$ cat src/rtl/llki_pkg.sv
// Shared LLKI definitions used by both ends of the discrete key-load channel.
package llki_pkg;

    localparam int LLKI_WORD_W = 64;

    typedef enum logic [1:0] {
        LLKI_OP_LOAD   = 2'd0,
        LLKI_OP_CLEAR  = 2'd1,
        LLKI_OP_STATUS = 2'd2
    } llki_op_e;

    typedef enum logic [2:0] {
        LLKI_ST_OK          = 3'd0,
        LLKI_ST_KEY_PRESENT = 3'd1,
        LLKI_ST_BAD_LEN     = 3'd2,
        LLKI_ST_BAD_OP      = 3'd3,
        LLKI_ST_TIMEOUT     = 3'd4
    } llki_status_e;

    typedef enum logic [1:0] {
        MST_IDLE      = 2'd0,
        MST_SEND      = 2'd1,
        MST_WAIT_RESP = 2'd2,
        MST_DONE      = 2'd3
    } llki_mst_state_e;

    // Opcode 3 has no meaning on the channel and is rejected locally.
    function automatic logic llki_op_known(input logic [1:0] op);
        return (op != 2'd3);
    endfunction

endpackage

$ cat src/rtl/llki_timeout_ctr.sv
// Progress watchdog for llki_discrete_master. Only instantiated when
// LLKI_MASTER_TIMEOUT_EN is defined.
module llki_timeout_ctr #(
    parameter int W = 8
) (
    input  logic         clk,
    input  logic         rst_n,
    input  logic         load_i,
    input  logic [W-1:0] load_val_i,
    input  logic         tick_i,
    output logic         expired_o
);

    logic [W-1:0] cnt_q;

    // Down-counter: reload on progress, count down on idle cycles, park at zero.
    always_ff @(posedge clk) begin
        if (!rst_n) begin
            cnt_q <= '0;
        end else if (load_i) begin
            cnt_q <= load_val_i;
        end else if (tick_i && (cnt_q != '0)) begin
            cnt_q <= cnt_q - 1'b1;
        end
    end

    assign expired_o = (cnt_q == '0);

endmodule

$ cat src/rtl/llki_discrete_master.sv
// LLKI discrete-channel initiator: serialises one key command into request
// beats, waits for the slave's status and returns a single completion pulse.
// Optional slave watchdog enabled by defining LLKI_MASTER_TIMEOUT_EN.
//
// state     | meaning
// ----------+------------------------------------------------------------
// IDLE      | cmd_ready high, waiting for a command
// SEND      | driving request beats, one key word per beat
// WAIT_RESP | all beats accepted, waiting for the slave's status
// DONE      | one-cycle done_valid with the latched status
module llki_discrete_master
    import llki_pkg::*;
#(
    parameter int KEY_WORDS      = 2,
    parameter int TIMEOUT_CYCLES = 255
) (
    input  logic                            clk,
    input  logic                            rst_n,
    input  logic                            cmd_valid,
    output logic                            cmd_ready,
    input  logic [1:0]                      cmd_op,
    input  logic [LLKI_WORD_W*KEY_WORDS-1:0] cmd_key,
    output logic                            done_valid,
    output logic [2:0]                      done_status,
    output logic                            llki_req_valid,
    input  logic                            llki_req_ready,
    output logic [1:0]                      llki_req_op,
    output logic [LLKI_WORD_W-1:0]          llki_req_data,
    output logic                            llki_req_last,
    input  logic                            llki_resp_valid,
    input  logic [2:0]                      llki_resp_status
);

    localparam int IDX_W = (KEY_WORDS > 1) ? $clog2(KEY_WORDS) : 1;
    localparam int KEY_W = LLKI_WORD_W * KEY_WORDS;

    llki_mst_state_e        state_q, state_d;
    logic [IDX_W-1:0]       idx_q, idx_d;
    logic [KEY_W-1:0]       key_q, key_d;
    logic                   cmd_ready_q, cmd_ready_d;
    logic                   done_valid_q, done_valid_d;
    logic [2:0]             done_status_q, done_status_d;
    logic                   req_valid_q, req_valid_d;
    logic [1:0]             req_op_q, req_op_d;
    logic [LLKI_WORD_W-1:0] req_data_q, req_data_d;
    logic                   req_last_q, req_last_d;

    logic                   finish;
    logic [2:0]             finish_st;
    logic                   to_expired;

`ifdef LLKI_MASTER_TIMEOUT_EN
    localparam int TO_BITS = $clog2(TIMEOUT_CYCLES + 1);
    localparam int TO_W    = (TO_BITS > 8) ? TO_BITS : 8;

    logic to_load;
    logic to_tick;

    // Progress = command accepted into SEND, or any accepted beat (which
    // also covers the step into WAIT_RESP).
    assign to_load = ((state_q == MST_IDLE) && cmd_valid && llki_op_known(cmd_op)) ||
                     ((state_q == MST_SEND) && llki_req_ready);
    assign to_tick = ((state_q == MST_SEND) && !llki_req_ready) ||
                     ((state_q == MST_WAIT_RESP) && !llki_resp_valid);

    llki_timeout_ctr #(
        .W (TO_W)
    ) u_timeout_ctr (
        .clk        (clk),
        .rst_n      (rst_n),
        .load_i     (to_load),
        .load_val_i (TO_W'(TIMEOUT_CYCLES)),
        .tick_i     (to_tick),
        .expired_o  (to_expired)
    );
`else
    logic unused_timeout_cfg;

    assign unused_timeout_cfg = (TIMEOUT_CYCLES == 0);
    assign to_expired         = 1'b0;
`endif

    // Next-state, key shifting and registered-output next values.
    always_comb begin
        state_d       = state_q;
        idx_d         = idx_q;
        key_d         = key_q;
        done_valid_d  = 1'b0;
        done_status_d = '0;
        req_valid_d   = req_valid_q;
        req_op_d      = req_op_q;
        req_data_d    = req_data_q;
        req_last_d    = req_last_q;
        finish        = 1'b0;
        finish_st     = LLKI_ST_OK;

        case (state_q)
            MST_IDLE: begin
                if (cmd_valid) begin
                    if (!llki_op_known(cmd_op)) begin
                        finish    = 1'b1;
                        finish_st = LLKI_ST_BAD_OP;
                    end else begin
                        state_d     = MST_SEND;
                        idx_d       = '0;
                        req_valid_d = 1'b1;
                        req_op_d    = cmd_op;
                        if (cmd_op == LLKI_OP_LOAD) begin
                            req_data_d = cmd_key[LLKI_WORD_W-1:0];
                            key_d      = cmd_key >> LLKI_WORD_W;
                            req_last_d = (KEY_WORDS == 1);
                        end else begin
                            req_data_d = '0;
                            key_d      = '0;
                            req_last_d = 1'b1;
                        end
                    end
                end
            end

            MST_SEND: begin
                // A response mid-send is the slave rejecting the command early.
                if (llki_resp_valid) begin
                    finish    = 1'b1;
                    finish_st = llki_resp_status;
                end else if (to_expired) begin
                    finish    = 1'b1;
                    finish_st = LLKI_ST_TIMEOUT;
                end else if (llki_req_ready) begin
                    if (req_last_q) begin
                        state_d     = MST_WAIT_RESP;
                        req_valid_d = 1'b0;
                        req_op_d    = '0;
                        req_data_d  = '0;
                        req_last_d  = 1'b0;
                    end else begin
                        idx_d      = idx_q + 1'b1;
                        req_data_d = key_q[LLKI_WORD_W-1:0];
                        key_d      = key_q >> LLKI_WORD_W;
                        req_last_d = ((int'(idx_q) + 1) == (KEY_WORDS - 1));
                    end
                end
            end

            MST_WAIT_RESP: begin
                if (llki_resp_valid) begin
                    finish    = 1'b1;
                    finish_st = llki_resp_status;
                end else if (to_expired) begin
                    finish    = 1'b1;
                    finish_st = LLKI_ST_TIMEOUT;
                end
            end

            MST_DONE: begin
                state_d = MST_IDLE;
            end

            default: begin
                state_d = MST_IDLE;
            end
        endcase

        // Every path into DONE scrubs key material and quiets the channel.
        if (finish) begin
            state_d       = MST_DONE;
            done_valid_d  = 1'b1;
            done_status_d = finish_st;
            key_d         = '0;
            idx_d         = '0;
            req_valid_d   = 1'b0;
            req_op_d      = '0;
            req_data_d    = '0;
            req_last_d    = 1'b0;
        end

        cmd_ready_d = (state_d == MST_IDLE);
    end

    // State and output registers; reset also scrubs the key register.
    always_ff @(posedge clk) begin
        if (!rst_n) begin
            state_q       <= MST_IDLE;
            idx_q         <= '0;
            key_q         <= '0;
            cmd_ready_q   <= 1'b1;
            done_valid_q  <= 1'b0;
            done_status_q <= '0;
            req_valid_q   <= 1'b0;
            req_op_q      <= '0;
            req_data_q    <= '0;
            req_last_q    <= 1'b0;
        end else begin
            state_q       <= state_d;
            idx_q         <= idx_d;
            key_q         <= key_d;
            cmd_ready_q   <= cmd_ready_d;
            done_valid_q  <= done_valid_d;
            done_status_q <= done_status_d;
            req_valid_q   <= req_valid_d;
            req_op_q      <= req_op_d;
            req_data_q    <= req_data_d;
            req_last_q    <= req_last_d;
        end
    end

    assign cmd_ready      = cmd_ready_q;
    assign done_valid     = done_valid_q;
    assign done_status    = done_status_q;
    assign llki_req_valid = req_valid_q;
    assign llki_req_op    = req_op_q;
    assign llki_req_data  = req_data_q;
    assign llki_req_last  = req_last_q;

endmodule

$ cat config.mk
export PLATFORM = sky130hd
export DESIGN_NAME = llki_discrete_master
export DESIGN_NICKNAME = d
export VERILOG_FILES = /design/src/rtl/llki_pkg.sv /design/src/rtl/llki_timeout_ctr.sv /design/src/rtl/llki_discrete_master.sv
export SDC_FILE = /design/constraint.sdc
export NUM_CORES = 1
export LEC_CHECK = 0
export CAP_MARGIN = 25
export CORE_ASPECT_RATIO = 1.25
export CORE_MARGIN = 1.5
export CORE_UTILIZATION = 45
export DETAILED_ROUTE_END_ITERATION = 10
export GPL_ROUTABILITY_DRIVEN = 0
export PLACE_DENSITY = 0.8
export SYNTH_ARGS = -nofsm -noshare
export SYNTH_HDL_FRONTEND = slang
export SYNTH_SLANG_ARGS = --single-unit
$ cat constraint.sdc
create_clock -name clk -period 2.4 [get_ports clk]
set_clock_uncertainty 0.15 [all_clocks]
set_input_delay 0.24 -clock clk [delete_from_list [all_inputs] [get_ports clk]]
set_output_delay 0.24 -clock clk [all_outputs]
set_load 0.01 [all_outputs]
After elaboration in Yosys (flattened, before gate mapping)
Cells that the tools add are included.
Widths: inputs -> output; s select.
{ "classes": {"bitwise": 1, "mux": 55, "n_eq_ne": 11, "n_reduce_logical": 10, "n_addsub": 2} }
{ "ops": {"columns": ["cell", "n"], "rows": [
  ["$mux 128", 5],
  ["$mux 64", 7],
  ["$pmux 128 s2", 1],
  ["$pmux 64 s2", 1],
  ["$mux 2", 13],
  ["$mux 1", 20],
  ["$ne 2x2->1 const B", 7],
  ["$reduce_and 6->1", 2],
  ["$pmux 1 s2", 4],
  ["$logic_not 2->1", 3],
  ["$pmux 2 s3", 1],
  ["$pmux 3 s2", 1],
  ["$reduce_and 5->1", 1],
  ["$eq 2x1->1 const B", 2],
  ["$eq 2x2->1 const B", 2],
  ["$pmux 2 s2", 1],
  ["$reduce_or 2->1", 2],
  ["$mux 3", 1],
  ["$add 1x1->2 const B", 1],
  ["$reduce_and 2->1", 1],
  ["$reduce_bool 2->1", 1],
  ["$add 1x1->1 const B", 1],
  ["$not 1->1", 1]
]} }
{ "totals": {"output_inout_bits": 73, "regBits": 204, "in_bits": 138} }

Longest topological paths before layout
{ "logic_depth": {"depth_word": 6, "mapped_depth": 10, "depth_no_buf": 6} }

Least setup slack after synthesis
OpenSTA, ideal clock, no wires.
{ "synth_timing": {"path_type": "register to register", "startpoint": "register state_q[1]", "endpoint": "register key_q[10]", "n_path_buf": 2, "t_required_ns": 2.184, "slack_ns": 0.441, "arrival_ns": 1.743, "setup_time_ns": 0.066, "path_stages_with_launch": 8, "path_cell_list": "dfxtp_1 inv_1 ha_1 buf_6 nor4_4 buf_6 nand2_1 a21oi_2"} }
{ "synth_between": {"elab_chain_cells": 4} }
{ "synth_rtl": {"columns": ["item", "line", "rtl"], "rows": [
  ["start: declaration", "llki_discrete_master.sv:37", "llki_mst_state_e state_q, state_d;"],
  ["start signal: assignment", "llki_discrete_master.sv:194", "state_q <= state_d;"],
  ["$eq 2x2->1 / $eq 2x1->1 (equally long branches)", "llki_discrete_master.sv:97", "case (state_q)"],
  ["$reduce_or 2->1 (no source line)", null, null],
  ["$pmux 1 s2", "llki_discrete_master.sv:97", null],
  ["$reduce_or 2->1 (no source line)", null, null],
  ["end signal: assignment", "llki_discrete_master.sv:196", "key_q <= key_d;"],
  ["end: declaration", "llki_discrete_master.sv:39", "logic [KEY_W-1:0] key_q, key_d;"]
]} }
Several ways; a longest one is shown, not always the timed one.
A chain may end at the register's enable or synchronous reset.

Worst setup path in the final report
{ "layout_timing": {"startpoint": "register state_q[0]", "endpoint": "register key_q[12]"} }
Same word-level chain as after synthesis.

==> results.yml <==
cts:
  cts_resized: 0
  clockRootBuffer: "clkbuf_16"
  clk_pin_slew_ns: 0.06
  clock_latency_ns: 0.42
  cts_tree: "yes"
  htree_levels: 4
  cts_setup_buffers: 0
  ctsHoldBuffers: 0
  cts_made_buffers: 17
  cts_sinks: 140
  cts_max_path_buffers: 2
sta:
  final.setup.tns_ns: 0
  timing.hold.ws_ns: 0.2184
  slew_headroom: 0.6446
  period_share: 0.8827
  setup_viol: 0
  timing.final.ws_setup_ns: 0.2816
  max_freq_ghz: 0.4721
  finalMaxSlewViolations: 0
  period_minus_slack_ns: 2.118
  worst_pin_slew_ns: 0.5299
  grt_setup_unrepaired: "false"
  hold_viol: 0
placement:
  dp_hpwl_um: 12400
  portBuffers: 210
  post-place-ws_ns: 0.1189
worst_setup_path:
  crit_chain: "inv_1 > ha_1 > mux2i_4 > buf_4 > o21ai_0 > a21oi_2"
  timing.rr.start: "state_q[0]$_SDFF_PN0_"
  crit_arrival_ns: 2.32
  crit_fanout: 35
  cp-start-kind: "register"
  critPathLaunch: "state_q[0]$_SDFF_PN0_"
  criticalPathCategory: "reg -> reg"
  slowest_delay_ns: 0.38
  cp.required_ns: 2.60
  cpMaxStageDelayCell: "ha_1"
  crit_path_end_kind: "register"
layout:
  layout_commonest_cell: "clkdlybuf4s50_1"
  num-nets-final: 974
  n_antenna_cell: 0
  mostFrequentLayoutCells: "clkdlybuf4s50_1, dfxtp_1, a21oi_1"
  final_util: 0.6874
  areaGrowthSynthToFinish_pct: 48.79
  drive_gt1_frac: 0.09231
  fillers: 996
synth:
  yosysWarnings: 0
  synth_area_um2: 5849
  synth_top_area_share: 0.4791
  ys_seq_area_frac: 0.4791
  syn_inst: 653
  ys_types: 33
  yosys.area.top_type: "dfxtp_1"
  syn-num-nets: 795
  avgSynthCellArea_um2: 8.958
  yosys_register_bits: 140
  synth_area_leaders: "dfxtp_1, a21oi_1, a211oi_1, a22oi_1, o21ai_0"
die:
  rows: 46
  start_util: 0.4620
  die_x_um: 105.0
  dieArea_um2: 13700
  ios: 211
  die_y_um: 130.5
  coreArea_um2: 12660
routing:
  drt_wl_total_um: 18200
  drc: 0
  avgViaCountPerCell: 5.719
  wl_per_cell_um: 17.96
  vias: 5793
  drtIter0Drc: 388
  ant_nets: 0
  dr.pass1.iters: 5
status:
  status: "finished clean"
global_route:
  grt_pass1_wl_um: 28760
  track_usage: 0.2663
  antenna_found_initial: 1
  grt_pass1_vias: 5790
  grt_max_degree: 65
  grt-ovfl-total: 0
run:
  maxCapViolCount: 0
worst_hold_path:
  worstHoldStart: "cmd_key[77]"
  hp-class: "in -> reg"
power:
  ir_drop_mv: 0.6471
  power.total_uw: 10240
  power_density_nw_per_um2: 1177
  leakagePower_uw: 0.002862
cell usage after synthesis, drive strengths merged:
cell type and instances:
a22oi 64, and4 1, nor3 1, dfxtp 140, buf 47, a31oi 1, a31o 2, nand4 1
a211oi 65, a21oi 135, a21bo 1, nor3b 1, nand3 1, nand2b 2, nor4 1, nand2 70
mux2 1, nor2b 2, nor2 3, clkbuf 25, a41o 1, ha 4, inv 6, o31a 1
o21ai 70, a21boi 2, mux2i 1, o21a 4
per-stage QoR:
stage	instance area, µm²	std cells
after global routing	8703	1013
final	8703	1013
after detailed placement	8059	981
after global placement	8059	981
after floorplan	5849	653
after CTS	8701	1013
critical path: cells and delay by family (launching register included):
family / cells / cell delay, ns
mux: 1 / 0.35
flops: 1 / 0.35
fa+ha+maj: 1 / 0.38
buf+inv: 2 / 0.46
compound gates: 2 / 0.35
layout make-up:
cell class	instances	area, µm²	area share
sequential	140	2803	0.3220
multi-input combinational	435	2621	0.3012
timing repair buffer	232	2405	0.2763
clock buffer	19	452.9	0.05204
tap	168	210.2	0.02415
clock inverter	13	188.9	0.02171
inverter	6	22.52	0.002588
metal layers:
layer  track usage  share of wire  up-vias
met4        0.1297          0.026        0
met2        0.4671           0.52      251
met3       0.07341          0.070       38
met1        0.3007           0.38     2735
li1              -              -     2769
met5             0              0        -
report_power, final:
part	switching, µW	leakage (µW)	internal (µW)
Sequential	312	0.00114	2840
Clock	1020	0.000310	1800
Combinational	2350	0.00141	1920
sequential cells by signal (all words and copies together), names as in the netlist:
register        count
idx_q               1
llki_req_data      64
state_q             2
llki_req_valid      1
cmd_ready           1
llki_req_last       1
done_valid          1
llki_req_op         2
key_q              64
done_status         3
final timing paths:
check             slack [ns]                      to  cells after the start
hold / removal          0.22  key_q[13]$_SDFFE_PP0P_                      3
setup reg to reg        0.28  key_q[12]$_SDFFE_PP0P_                      6
hold reg to reg         0.32  key_q[14]$_SDFFE_PP0P_                      2
setup / recovery        0.28  key_q[12]$_SDFFE_PP0P_                      6
kinds of logic after synthesis:
| group | share of synthesized area |
|---|---|
| mux | 0.005775 |
| buf+inv | 0.07636 |
| flops | 0.4791 |
| fa+ha+maj | 0.008556 |
| simple gates | 0.06225 |
| compound gates | 0.3679 |
No activity file was read; power rests on OpenSTA's default activity.
